`src/rtl/cpu_clk_phase.sv`:
```
// rtl/cpu_clk_phase.sv - T-state/M-cycle sequencer driven by a sampled CPU clock
// Optional edge watchdog: define CLK_PHASE_WDOG_EN.
module cpu_clk_phase #(
  parameter int MAX_GAP = 32,
  parameter int M_CNT_W = 16
) (
  input  logic               clk,
  input  logic               rst,
  input  logic               cpu_clk_in,
  input  logic               halt_req,
  input  logic               wake,
  output logic               t_rise,
  output logic               t_fall,
  output logic [1:0]         t_phase,
  output logic               m_en,
  output logic [M_CNT_W-1:0] m_count,
  output logic               halted,
  output logic               clk_err
);

  typedef enum logic [1:0] {
    RUN       = 2'd0,
    HALT_PEND = 2'd1,
    HALTED    = 2'd2
  } state_e;

  state_e               state_q;
  logic                 cpu_clk_d;
  logic                 t_rise_q;
  logic                 t_fall_q;
  logic [1:0]           t_phase_q;
  logic                 m_en_q;
  logic [M_CNT_W-1:0]   m_count_q;
  logic                 halted_q;

  logic rise;
  logic fall;
  logic advance;
  logic wrap;

  assign rise    = cpu_clk_in & ~cpu_clk_d;
  assign fall    = ~cpu_clk_in & cpu_clk_d;
  assign advance = rise && (state_q != HALTED);
  assign wrap    = (t_phase_q == 2'd3);

  always_ff @(posedge clk or posedge rst) begin
    if (rst) begin
      state_q   <= RUN;
      cpu_clk_d <= 1'b0;
      t_rise_q  <= 1'b0;
      t_fall_q  <= 1'b0;
      t_phase_q <= 2'd0;
      m_en_q    <= 1'b0;
      m_count_q <= '0;
      halted_q  <= 1'b0;
    end else begin
      cpu_clk_d <= cpu_clk_in;
      t_rise_q  <= rise;
      t_fall_q  <= fall;
      m_en_q    <= 1'b0;

      if (advance) begin
        t_phase_q <= t_phase_q + 2'd1;
        if (wrap) begin
          m_en_q    <= 1'b1;
          m_count_q <= m_count_q + M_CNT_W'(1);
        end
      end

      // wake always wins over halt_req, so a simultaneous pair never halts
      case (state_q)
        RUN: begin
          if (halt_req && !wake) begin
            state_q <= HALT_PEND;
          end
        end
        HALT_PEND: begin
          if (wake) begin
            state_q <= RUN;
          end else if (rise && wrap) begin
            state_q  <= HALTED;
            halted_q <= 1'b1;
          end
        end
        HALTED: begin
          if (wake) begin
            state_q  <= RUN;
            halted_q <= 1'b0;
          end
        end
        default: begin
          state_q  <= RUN;
          halted_q <= 1'b0;
        end
      endcase
    end
  end

  assign t_rise  = t_rise_q;
  assign t_fall  = t_fall_q;
  assign t_phase = t_phase_q;
  assign m_en    = m_en_q;
  assign m_count = m_count_q;
  assign halted  = halted_q;

`ifdef CLK_PHASE_WDOG_EN
  localparam int GAP_W = $clog2(MAX_GAP + 1);

  logic [GAP_W-1:0] gap_q;
  logic [GAP_W-1:0] gap_d;
  logic             clk_err_q;

  always_comb begin
    gap_d = gap_q;
    if (rise || fall) begin
      gap_d = '0;
    end else if (gap_q != GAP_W'(MAX_GAP)) begin
      gap_d = gap_q + GAP_W'(1);
    end
  end

  always_ff @(posedge clk or posedge rst) begin
    if (rst) begin
      gap_q     <= '0;
      clk_err_q <= 1'b0;
    end else begin
      gap_q     <= gap_d;
      clk_err_q <= clk_err_q | (gap_d == GAP_W'(MAX_GAP));
    end
  end

  assign clk_err = clk_err_q;
`else
  // MAX_GAP only matters with the watchdog built in
  assign clk_err = 1'b0 & (MAX_GAP == 0);
`endif

endmodule

```
`config.mk`:
```
export PLATFORM = sky130hd
export DESIGN_NAME = cpu_clk_phase
export DESIGN_NICKNAME = d
export VERILOG_FILES = /design/src/rtl/cpu_clk_phase.sv
export SDC_FILE = /design/constraint.sdc
export NUM_CORES = 1
export LEC_CHECK = 0
export CORE_MARGIN = 4
export CORE_UTILIZATION = 42
export DETAILED_ROUTE_END_ITERATION = 10
export PLACE_DENSITY = 0.75
export SLEW_MARGIN = 20
export SYNTH_ARGS = -nofsm -noshare
export SYNTH_HDL_FRONTEND = slang
export SYNTH_SLANG_ARGS = --single-unit
```
`constraint.sdc`:
```
create_clock -name clk -period 1.24 [get_ports clk]
set_input_delay 0.186 -clock clk [delete_from_list [all_inputs] [get_ports clk]]
set_output_delay 0.186 -clock clk [all_outputs]
set_load 0.1 [all_outputs]
```
==> impl_metrics.ini, run 1 <==
[global_route]
antenna_found_initial = 0
first_global_vias = 960
globalRouteTotalUtil = 0.1711
grt_first_pass_wirelength_um = 4443
grt_max_degree = 26
overflow = 0

[floorplan]
die_w_um = 58.71
boundaryPins = 28
coreArea_mm2 = 0.002455
start_util = 0.4399
die-area_mm2 = 0.003446
die_y_um = 58.71
fp-row-count = 18

[hold_path]
worstHoldPathType = in -> async

[power]
leakagePower_nw = 0.9560
vdd_drop_max_v = 0.002384
p_total_mw = 3.610
power_density_mw_per_mm2 = 1727

[cells_and_area]
fin_nets = 164
multi_input_area_um2 = 533.0
final_common_cell = buf_12
drive_gt1_frac = 0.6282
antenna_cells = 0
fin_util = 0.8517
final_cell_mix = buf_12 (22), buf_4 (21), buf_6 (16)
area_growth_pct = 93.63
final_cell_area_mm2 = 0.002091
regArea_um2 = 660.6
nFillCells = 106

[critical_path]
critPathCaptureType = flop
cp.arrival_ps = 1810
crit_type = reg -> reg
start_kind = flop
crit_fanout = 4
crit_required_ps = 1490

[timing]
setup_violations = 27
min_period_ps = 1556
post-route-period-util = 1.255
max_freq_ghz = 0.6426
fin_skew_ps = 10.00
rsz0062_at_grt = true
final_hold_viol_count = 0
slew_violations = 0
fin_ws_ps = -316.2

[placement]
gp_congestion = 0.7900
placed_cell_area_mm2 = 0.001827
port-buffer-count = 26
dpl.hpwl_um = 1788

[detailed_routing]
wire_per_inst_um = 16.75
top_layer = met4
routed_wirelength_um = 3115
drtIter0Drc = 13
wl_met1_um = 1187
drc = 0
wl_met3_um = 106
via_per_inst = 5.043
via_count = 938
wl_met2_um = 1775
postRouteAntennaNets = 0
drt-pass1-iter-count = 4

[cts]
cts_tree = yes
numCtsBuffers = 3
cts-root-buf = clkbuf_4
cts_sinks = 25
clk_pin_slew_worst_paths_ps = 150
htreeDepth = 1
holdBufCountCts = 0
cts_buffer_depth = 2
clock_latency_ps = 330

[run]
drv_cap = 0

[run_status]
run_status = finished with violations
violations = negative setup slack

[synthesis]
synth.distinct_cells = 26
synth-seq-cells = 25
yosysWarningCount = 0
synthCells = 91
synthFlopType = dfrtp_1
ys_async_sr_fraction = 1.000
avgSynthCellArea_um2 = 11.87
syn-num-nets = 98
synth_edf_count = 0
syn_area_mm2 = 0.001080
ys_seq_area_frac = 0.5794
cell usage after synthesis (2+ instances only):
cell type	n	area, um^2
and2_1	2	12.51
dfrtp_1	25	625.6
xnor2_1	11	96.34
and3_1	3	18.77
inv_1	3	11.26
nor2_1	9	33.78
mux2_2	2	22.52
nand2_1	4	15.01
ha_1	2	25.02
nand4_1	4	25.02
xor2_1	5	43.79
nand3_1	7	35.03
report_power, final:
group	switching (mW)	leakage [nW]	internal (mW)
clock	0.260	0.0139	0.124
combinational	1.17	0.638	0.935
sequential	0.142	0.304	0.976
worst max-delay path, stage by stage (launching register included):
cell and delay (ps):
dfrtp_1 440, nand2b_2 250, nor4_4 400, buf_4 180, xor2_1 190
per-layer routing:
metal,GRT usage,up-vias
met1,0.2023,481
li1,-,430
met2,0.3238,23
met4,0.03883,0
met3,0.02632,4
met5,0,-
sequential cells by signal, summed over array words and instances (netlist names):
name / count
t_fall: 1
cpu_clk_d: 1
t_rise: 1
m_en: 1
m_count: 16
t_phase: 2
halted: 1
state_q: 2
per-stage QoR:
stage | worst slack [ps] | TNS (ps) | instances | hold slack [ps]
floorplan | -445.4 | -5071 | 91 | 213.0
global placement | -353.1 | -4963 | 168 | 524.1
detailed placement | -418.2 | -5666 | 168 | 529.5
CTS | -242.4 | -3679 | 177 | 207.3
global route | -403.3 | -6223 | 186 | 214.8
finish | -316.2 | -4634 | 186 | 182.3
layout make-up:
class | instances | area share
Sequential cell | 25 | 0.3160
Tap cell | 30 | 0.01795
Clock buffer | 3 | 0.01077
Timing Repair Buffer | 63 | 0.3914
Clock inverter | 1 | 0.003591
Multi-Input combinational cell | 61 | 0.2549
Inverter | 3 | 0.005386
kinds of logic after synthesis:
| family | share of synthesized area |
|---|---|
| and+or+nand+nor | 0.2074 |
| DFF | 0.5794 |
| xor gates and xnor gates | 0.1298 |
| buffers and inverters | 0.02201 |
| adders and majority gates | 0.02317 |
| AOI/OAI and AO/OA | 0.01390 |
| muxes | 0.02086 |
| other | 0.003473 |
final timing paths:
| check | from | end | slack [ps] | depth (start not counted) |
|---|---|---|---|---|
| worst max-delay path | cpu_clk_d | m_count[8] | -320 | 4 |
| worst min-delay path | rst | t_phase[1] | 180 | 3 |
| min in group clk | halt_req | state_q[0] | 470 | 2 |
| worst max register to register | cpu_clk_d | m_count[8] | -320 | 4 |
| max in group asynchronous | rst | m_count[4] | 780 | 3 |
| worst min register to register | m_count[15] | m_count[15] | 550 | 1 |
repair_timing:
item	in CTS	in global routing
pin swaps	6	6
setup buffers	6	13
cloned	0	0
resized for setup	18	18
setup endpoints to repair	31	32
Power figures use the tool's default switching activity.
==> inputs of run 2 (changes only) <==
Settings changed: ABC_CLOCK_PERIOD_IN_PS set to 1240.
==> results of run 2 <==
No change in the layout: final DEF, timing and power equal those of run 1.
